## src/rtl/dff_rr_ctrl_pkg.sv

```systemverilog
// Shared definitions for the round-robin capture controller:
// FSM state encodings and default parameter values.
package dff_rr_ctrl_pkg;

    typedef enum logic [1:0] {
        IDLE  = 2'd0,
        GRANT = 2'd1,
        DONE  = 2'd2
    } state_e;

    localparam int N_DEF    = 4;
    localparam int DW_DEF   = 8;
    localparam int HOLD_DEF = 2;
    localparam int SW_DEF   = 2;

endpackage

```

## src/rtl/dff_rr_pick.sv

```systemverilog
// Round-robin pick: rotate requests so ptr sits at bit 0, find the lowest set
// bit, then rotate the offset back into a requester index.
module dff_rr_pick
    import dff_rr_ctrl_pkg::*;
#(
    parameter int N  = N_DEF,
    parameter int SW = SW_DEF
) (
    input  logic [N-1:0]  req_i,
    input  logic [SW-1:0] ptr_i,
    output logic          any_o,
    output logic [SW-1:0] idx_o
);

    logic [N-1:0] rot;
    int           off;

    always_comb begin
        rot   = '0;
        off   = 0;
        any_o = |req_i;
        for (int i = 0; i < N; i++) begin
            rot[i] = req_i[(int'(ptr_i) + i) % N];
        end
        for (int i = N - 1; i >= 0; i--) begin
            if (rot[i]) off = i;
        end
        idx_o = SW'((int'(ptr_i) + off) % N);
    end

endmodule

```

## src/rtl/dff_rr_ctrl.sv

```systemverilog
// Round-robin controller sharing one capture register among N requesters:
// grant for HOLD cycles, capture the winner's data, pulse valid for one cycle.
module dff_rr_ctrl
    import dff_rr_ctrl_pkg::*;
#(
    parameter int N    = N_DEF,
    parameter int DW   = DW_DEF,
    parameter int HOLD = HOLD_DEF,
    parameter int SW   = SW_DEF
) (
    input  logic            i_clk,
    input  logic            i_rstn,
    input  logic [N-1:0]    i_req,
    input  logic [N*DW-1:0] i_data,
    output logic [N-1:0]    o_gnt,
    output logic [DW-1:0]   o_q,
    output logic            o_q_vld,
    output logic [SW-1:0]   o_q_src
);

    localparam int CW = (HOLD > 1) ? $clog2(HOLD) : 1;

    state_e          state_q, state_d;
    logic [CW-1:0]   cnt_q, cnt_d;
    logic [SW-1:0]   ptr_q, ptr_d;
    logic [SW-1:0]   win_q, win_d;
    logic [SW-1:0]   src_q, src_d;
    logic [N-1:0]    gnt_q, gnt_d;
    logic [DW-1:0]   q_q, q_d;
    logic            vld_q, vld_d;
    logic            pick_any;
    logic [SW-1:0]   pick_idx;
    logic [SW-1:0]   win_nxt;

    dff_rr_pick #(.N(N), .SW(SW)) u_pick (
        .req_i (i_req),
        .ptr_i (ptr_q),
        .any_o (pick_any),
        .idx_o (pick_idx)
    );

    assign win_nxt = SW'((int'(win_q) + 1) % N);

    always_comb begin
        state_d = state_q;
        cnt_d   = cnt_q;
        ptr_d   = ptr_q;
        win_d   = win_q;
        src_d   = src_q;
        gnt_d   = gnt_q;
        q_d     = q_q;
        vld_d   = 1'b0;
        case (state_q)
            IDLE, DONE: begin
                gnt_d   = '0;
                state_d = IDLE;
                if (pick_any) begin
                    state_d = GRANT;
                    gnt_d   = {{(N-1){1'b0}}, 1'b1} << pick_idx;
                    cnt_d   = '0;
                    win_d   = pick_idx;
                end
            end
            GRANT: begin
                // A dropped request abandons the slot but still advances the pointer.
                if (!i_req[win_q]) begin
                    gnt_d   = '0;
                    ptr_d   = win_nxt;
                    state_d = IDLE;
                end else if (cnt_q == CW'(HOLD - 1)) begin
                    q_d     = i_data[win_q*DW +: DW];
                    src_d   = win_q;
                    vld_d   = 1'b1;
                    gnt_d   = '0;
                    ptr_d   = win_nxt;
                    state_d = DONE;
                end else begin
                    cnt_d = cnt_q + 1'b1;
                end
            end
            default: begin
                gnt_d   = '0;
                state_d = IDLE;
            end
        endcase
    end

    always_ff @(posedge i_clk or negedge i_rstn) begin
        if (!i_rstn) begin
            state_q <= IDLE;
            cnt_q   <= '0;
            ptr_q   <= '0;
            win_q   <= '0;
            src_q   <= '0;
            gnt_q   <= '0;
            q_q     <= '0;
            vld_q   <= 1'b0;
        end else begin
            state_q <= state_d;
            cnt_q   <= cnt_d;
            ptr_q   <= ptr_d;
            win_q   <= win_d;
            src_q   <= src_d;
            gnt_q   <= gnt_d;
            q_q     <= q_d;
            vld_q   <= vld_d;
        end
    end

    assign o_gnt   = gnt_q;
    assign o_q     = q_q;
    assign o_q_vld = vld_q;
    assign o_q_src = src_q;

endmodule

```

## config.mk

```make
export PLATFORM = sky130hd
export DESIGN_NAME = dff_rr_ctrl
export DESIGN_NICKNAME = d
export VERILOG_FILES = /design/src/rtl/dff_rr_ctrl_pkg.sv /design/src/rtl/dff_rr_pick.sv /design/src/rtl/dff_rr_ctrl.sv
export SDC_FILE = /design/constraint.sdc
export NUM_CORES = 1
export LEC_CHECK = 0
export ABC_AREA = 1
export ABC_CLOCK_PERIOD_IN_PS = 4700
export BUFFER_PORTS_ARGS = -buffer_cell sky130_fd_sc_hd__buf_2
export CORE_AREA = 2 2 64 66
export DETAILED_ROUTE_END_ITERATION = 7
export DIE_AREA = 0 0 66 68
export PLACE_DENSITY = 0.75
export RECOVER_POWER = 25
export SLEW_MARGIN = 10
export SYNTH_ARGS = -nofsm -noshare
export SYNTH_HDL_FRONTEND = slang
export SYNTH_HIERARCHICAL = 1
export SYNTH_SLANG_ARGS = --single-unit
export TNS_END_PERCENT = 20
```

## constraint.sdc

```tcl
create_clock -name i_clk -period 4.7 [get_ports i_clk]
set_input_delay 0.47 -clock i_clk [delete_from_list [all_inputs] [get_ports i_clk]]
set_output_delay 0.47 -clock i_clk [all_outputs]
set_load 0.1 [all_outputs]
```

==> parameters.txt, run 1 <==
Parameter                              Value

Global routing
  Number of antenna violations at the first check in global routing ... 0
  First-pass GRT wire length ... about 6500 µm
  Met3 Usage GRT ... 0.0378
  Total Routing Usage GR ... 0.188
  Total overflow reported by the global router ... 0
  Maximum number of pins on one net before global-route repair ... 23
  Met2 Track Usage GR ... 0.312
  Busiest layer in global routing ... met2
  Number of global-route vias before repair ... between 1.5k and 2k
  Met1 usage in global routing ... 0.241

CTS
  CTS sink count ... 22
  Number of buffers between clock root and the deepest sink ... 2
  Post-CTS Resized ... 0
  Buffers inserted by post-CTS timing repair ... 0
  TritonCTS clock tree ... yes
  Clk root buf ... clkbuf_8
  Number of hold-repair buffers added at the cts stage ... 0
  CTS buffer count ... 3
  CTS HTree Levels ... 1
  Clock Latency Late Sink ... 0.26 ns
  Clock edge transition at the registers on the reported setup and hold paths ... 0.07 ns

Placement
  Instance area at placement ... 1870 µm²
  Gp weighted congestion ... 0.794
  Count of input and output buffers ... 52
  DP HPWL ... 2820 µm

Logic synthesis
  Area share of the leading cell type in the synthesized netlist ... 0.340
  Summed instance area of the synthesized netlist ... roughly 1600 µm²
  Dominant cell by count in the synthesized netlist ... nand2_1
  Synth top area cells ... dfrtp_1 34%, nand2_1 26%, inv_1 11%
  Commonest cells post-synth ... 110 x nand2_1, 46 x inv_1, 25 x nand3_1, 22 x dfrtp_1, 15 x nand4_1
  Register area share after synthesis ... 0.340
  Number of nets in the synthesized netlist ... around 300
  Count of unique library cells instantiated by Yosys ... 23
  Gate Count Post-Synth ... 256
  Most common flop cell mapped by yosys ... dfrtp_1
  Most area-hungry cell type in the Yosys netlist ... dfrtp_1
  Count of state elements after synthesis ... 22
  Proportion of register bits with asynchronous set or reset after synthesis ... 1.00
  Number of enable-type register cells in the synthesized netlist ... 0
  Synth warn ... 6
  Average size of a mapped cell ... about 6.3 µm²

STA
  Ratio of final minimum period to clock period ... 0.440
  Setup TNS after final layout ... 0 ns
  Unrepaired setup endpoints after global routing ... false
  Total count of max-transition violations in the final report ... 0
  Final setup violation count ... 0
  Relative slew slack ... 0.247
  Min cycle time layout ... around 2.1 ns
  Pin slew with the least headroom to its limit ... about 1.1 ns
  Max Clk Rate ... ~480 MHz
  Worst Hold Margin ... around 0.40 ns
  Clock Skews ... ~0.0043 ns
  Hold violation total from the final report ... 0

Floorplanning
  Number of standard-cell rows in the floorplan ... 23
  Area of the core ... about 3900 µm²
  Die Outline Area ... roughly 4500 µm²
  I/O pins ... 53
  Die Span X ... approximately 66 µm
  Die height ... around 70 µm
  Initial cell density of the core ... 0.420

Power
  Switching Share ... 0.623
  Sequential Power Share ... 0.252
  Worst-case vdd ir drop ... 0.000573 V
  Clk network pwr share ... 0.075
  Switching Power ... roughly 0.95 mW
  Areal power density over the cells ... 798 nW/µm²
  Logic pwr share ... 0.672
  P_leak ... approximately 1.3 nW
  Cell Int Power ... approximately 0.57 mW

Finish
  Count of nets after finishing ... around 340
  Layout Utilization ... 0.495
  Post-route standard cell area excluding fillers ... 1910 µm²
  Layout cell share with drive strength beyond 1 ... 0.243
  Total of fill cells in the finished design ... approximately 420
  Antenna cell count ... 0
  Growth of design area from synthesis to finish ... 18.0%

Routing
  Antenna Violating Nets Remaining ... 0
  Wirelength per Cell ... 10.2 µm
  Total wire length after detailed routing ... 3600 µm
  Vias per Instance ... about 4.6
  Overall via count from detail_route ... between 1.5k and 2k
  Number of detailed-routing iterations run before antenna repair ... 4
  # DRC ... 0
  Number of violations reported at the end of detailed-routing iteration 0 ... 35

Hold path
  Hold Crit Class ... in2async

Worst setup path
  CP Capture Type ... flop
  Worst reg-to-reg path cell count ... 14
  Kind of cell with the highest combined delay on the critical path ... flip-flops
  Worst reg2reg startpoint ... ptr_q[0]
  Highest cell delay on the worst timing path ... around 0.54 ns
  Data arrival time of the worst path ... approximately 2.2 ns
  Slowest library cell on the worst path ... dfrtp_1
  Critical path data required time ... slightly below 5 ns
  Register-to-register setup slack ... ~2.6 ns
  Kind of start point of the critical path ... flop
  Crit Path Category ... reg2reg
  Max FO, Critical Path ... 11
  Buffers plus inverters on the worst setup path ... 4
  Worst flop-to-flop path endpoint ... win_q[1]
  Cell chain of the critical path ... inv_6, nand2_1, nand2_2, nand2_2, nand2_2, inv_1, a21oi_1, ha_1, xor2_1, inv_1, nand3_1, nand2_1, inv_1, o21ai_0

Run status
  Outcome ... finished, final reports clean

Run
  MaxCap Viol Count ... 0
==> stage by stage <==
stage | std cells | setup slack (ns) | power [mW]
finish | 351 | 2.63 | 1.52
global route | 351 | 2.31 | 1.68
CTS | 351 | 2.64 | 1.54
detailed placement | 348 | 2.65 | 1.42
global placement | 348 | 2.66 | 1.40
floorplan | 256 | 2.90 | 1.27
==> how the worst max path moves through the flow <==
| stage | start | end | slack [ns] | depth (start not counted) |
|---|---|---|---|---|
| 2_1_floorplan | ptr_q[0] | win_q[1] | 2.90 | 15 |
| 3_3_place_gp | i_req[1] | o_gnt[0] | 2.66 | 16 |
| 3_5_place_dp | ptr_q[0] | win_q[1] | 2.65 | 13 |
| 4_1_cts | ptr_q[0] | o_gnt[0] | 2.64 | 14 |
| 5_1_grt | ptr_q[0] | o_gnt[0] | 2.31 | 14 |
| 6_report | ptr_q[0] | win_q[1] | 2.63 | 14 |
==> power groups by stage <==
| stage | clock network, mW | logic, mW | registers, mW |
|---|---|---|---|
| finish | 0.115 | 1.02 | 0.385 |
| global route | 0.129 | 1.15 | 0.402 |
| CTS | 0.119 | 1.03 | 0.385 |
| detailed placement | 0 | 1.03 | 0.384 |
| global placement | 0 | 1.01 | 0.387 |
| floorplan | 0 | 0.591 | 0.677 |
==> placed cells by master (no fill, tap or decap), types with 2 or more instances in the layout <==
| cell type | Yosys | routed |
|---|---|---|
| xor2_1 | 2 | 2 |
| inv_1 | 46 | 46 |
| nand4_1 | 15 | 15 |
| nand2_1 | 110 | 110 |
| clkbuf_8 | 0 | 3 |
| o21ai_0 | 3 | 3 |
| inv_2 | 6 | 6 |
| dfrtp_1 | 22 | 22 |
| nand2_2 | 7 | 7 |
| nand3_1 | 25 | 25 |
| buf_2 | 3 | 51 |
==> state kept, by name (all words and copies together) (netlist names) <==
register and flops:
o_q 8, o_gnt 4, o_q_src 2, ptr_q 2, state_q 2, win_q 2, cnt_q 1, o_q_vld 1
==> cell type report <==
class | instances | area [µm²] | area share
clock buffer | 3 | 41.3 | 0.0216
inverter | 53 | 204 | 0.107
multi-input combinational | 171 | 793 | 0.415
sequential | 22 | 551 | 0.288
tap | 50 | 62.6 | 0.0327
timing repair buffer | 52 | 259 | 0.136
==> cells by family after synthesis <==
kind of cell | count (synthesis) | share of synthesized area
XOR/XNOR | 2 | 0.0108
AND/OR/NAND/NOR | 163 | 0.454
adder cells (fa/ha/maj) | 1 | 0.00773
AO/OA/AOI/OAI | 5 | 0.0170
buffers and inverters | 63 | 0.170
flip-flops | 22 | 0.340
==> routing by layer <==
metal	up-vias	share of wire
met4	0	0.021
li1	867	-
met5	-	0
met1	707	0.46
met3	7	0.059
met2	45	0.46
No activity file was read; power rests on OpenSTA's default activity.
==> inputs of run 2 (changes only) <==
Settings changed: ABC_CLOCK_PERIOD_IN_PS 4700 to 1700, PLACE_DENSITY 0.75 to 0.78.
Clock period 4.7 ns to 1.7 ns, I/O delays scaled along.
==> parameters.txt, run 2 (synthesis results as in run 1) <==
Parameter                              Value

Finish
  Number of flip-flops in the largest register ... 8
  Layout Utilization ... 0.547
  Antenna cell count ... 0
  Post-route standard cell area excluding fillers ... 2110 µm²
  Growth of design area from synthesis to finish ... 30.2%
  Count of nets after finishing ... between 300 and 400
  Layout cell share with drive strength beyond 1 ... 0.337
  Leading cell type in the layout, fill and taps excluded ... nand2_1
  Footprint of the flip-flops and latches ... around 550 µm²
  Total of fill cells in the finished design ... between 300 and 400
  Most frequent cells in the layout ... 100 x nand2_1, 51 x buf_2, 44 x inv_1, 22 x nand3_1, 20 x dfrtp_1
  Total area of multi-input combinational cells ... 857 µm²

Run status
  Violated checks ... setup timing
  Outcome ... finished, violations left

Power
  Tot Pwr ... approximately 4.8 mW
  Areal power density over the cells ... approximately 2300 nW/µm²
  Worst-case vdd ir drop ... about 0.0016 V
  P_leak ... 1.34 nW

Floorplanning
  Die Span X ... roughly 66 µm
  Die height ... 68 µm
  Number of standard-cell rows in the floorplan ... 23
  I/O pins ... between 50 and 60
  Area of the core ... around 3900 µm²
  Initial cell density of the core ... 0.420
  Die Outline Area ... 4490 µm²

STA
  Unrepaired setup endpoints after global routing ... true
  Pin slew with the least headroom to its limit ... around 1.1 ns
  Relative slew slack ... 0.236
  Worst Hold Margin ... between 0.3 and 0.4 ns
  Ratio of final minimum period to clock period ... 1.08
  Total count of max-transition violations in the final report ... 0
  Min cycle time layout ... around 1.8 ns
  Final setup slack of the worst path ... -0.133 ns
  Final setup violation count ... 6
  Max Clk Rate ... roughly 550 MHz
  Clock Skews ... ~0.009 ns
  Hold violation total from the final report ... 0

Worst setup path
  Critical path data required time ... around 1.9 ns
  Crit path to ... o_gnt[0]
  Highest cell delay on the worst timing path ... around 0.43 ns
  Data arrival time of the worst path ... approximately 2.0 ns
  Crit Path Category ... reg2reg
  Kind of start point of the critical path ... flop
  Slowest library cell on the worst path ... dfrtp_2
  Crit path top cell by count ... nand2_2
  Worst reg-to-reg path cell count ... 16
  Register-to-register setup slack ... -0.13 ns
  Worst setup path start ... ptr_q[0]
  CP Capture Type ... flop
  Buffers plus inverters on the worst setup path ... 4
  Kind of cell with the highest combined delay on the critical path ... simple AND/OR/NAND/NOR gates
  CP Depth ... 16
  Max FO, Critical Path ... 8
  Cell chain of the critical path ... buf_12, clkinv_8, nand2_4, nand2_2, nand2_2, nand2_2, nand3_2, a21oi_2, ha_2, xor2_2, inv_1, nand3_2, nand2_2, inv_2, nand3_2, nand2_1
  Worst flop-to-flop path endpoint ... o_gnt[0]
  Worst reg2reg startpoint ... ptr_q[0]

Placement
  Instance area at placement ... just under 2000 µm²
  DP HPWL ... approximately 2900 µm
  Gp weighted congestion ... 0.868
  Worst setup timing slack at the placement stage ... -0.230 ns
  Count of input and output buffers ... 52

Routing
  Number of detailed-routing iterations run before antenna repair ... 4
  Total wire length after detailed routing ... just under 4000 µm
  Number of violations reported at the end of detailed-routing iteration 0 ... 75
  Antenna Violating Nets Remaining ... 0
  Top routing layer in use ... met4
  Metal2 WL ... between 1500 and 2000 µm
  Vias per Instance ... about 4.6
  Wirelength per Cell ... roughly 11 µm
  Routed length on met1 ... between 1500 and 2000 µm
  # DRC ... 0
  Overall via count from detail_route ... around 1.7k
  DR WL met3 ... around 240 µm

Global routing
  Maximum number of pins on one net before global-route repair ... 23
  Total Routing Usage GR ... 0.187
  Number of antenna violations at the first check in global routing ... 0
  First-pass GRT wire length ... roughly 6600 µm
  Number of global-route vias before repair ... 1,611
  Total overflow reported by the global router ... 0

CTS
  CTS buffer count ... 3
  CTS HTree Levels ... 1
  Clock Latency Late Sink ... around 0.26 ns
  CTS sink count ... 22
  Clk root buf ... clkbuf_8
  Clock edge transition at the registers on the reported setup and hold paths ... 0.08 ns
  TritonCTS clock tree ... yes
  Number of buffers between clock root and the deepest sink ... 2

Run
  MaxCap Viol Count ... 0

Hold path
  Hold Crit Class ... in2reg
run 2: per-layer routing:
layer  vias up  GRT usage
met5         -          0
met4         0     0.0459
met3         6     0.0461
met2        53      0.346
met1       741      0.219
li1        892          -
run 2: final cells by class:
type | count | share of cell area
timing repair buffer | 65 | 0.175
sequential | 22 | 0.262
tap | 50 | 0.0297
multi-input combinational | 171 | 0.407
clock buffer | 4 | 0.0261
inverter | 53 | 0.100
run 2: per-stage QoR:
stage,instances,TNS (ns)
after floorplan,256,-0.300
after global placement,357,-0.745
after detailed placement,357,-1.20
after CTS,365,-0.872
after global routing,365,-1.68
final,365,-0.709
run 2: worst reg2reg max path: stages, from the launching register on:
cell and delay, ns:
dfrtp_2 0.43, buf_12 0.14, clkinv_8 0.06, nand2_4 0.05, nand2_2 0.06, nand2_2 0.05, nand2_2 0.06, nand3_2 0.06
a21oi_2 0.13, ha_2 0.20, xor2_2 0.15, inv_1 0.07, nand3_2 0.06, nand2_2 0.07, inv_2 0.07, nand3_2 0.05
nand2_1 0.06
run 2: worst min-delay path by stage:
stage	from	to	slack [ns]	cells after the start
2_1_floorplan	i_rstn	cnt_q	-0.13	0
3_3_place_gp	i_rstn	o_q[7]	0.16	1
3_5_place_dp	i_rstn	o_q[5]	0.17	1
4_1_cts	i_data[3]	o_q[3]	0.36	7
5_1_grt	i_data[18]	o_q[2]	0.40	7
6_report	i_data[3]	o_q[3]	0.35	7
run 2: repair_timing:
item / 4_1_cts / 5_1_grt
pin swaps: 4 / 5
resized for setup: 3 / 15
endpoints found under the hold margin: 22 / 0
hold buffers: 1 / 0
buffers inserted: 3 / 0
setup endpoints to repair: 6 / 6
run 2: power breakdown:
group | leakage, nW | internal [mW] | switching, mW | total (mW)
clock network | 0.0288 | 0.206 | 0.167 | 0.374
registers | 0.278 | 0.756 | 0.209 | 0.965
logic | 1.03 | 0.987 | 2.45 | 3.44
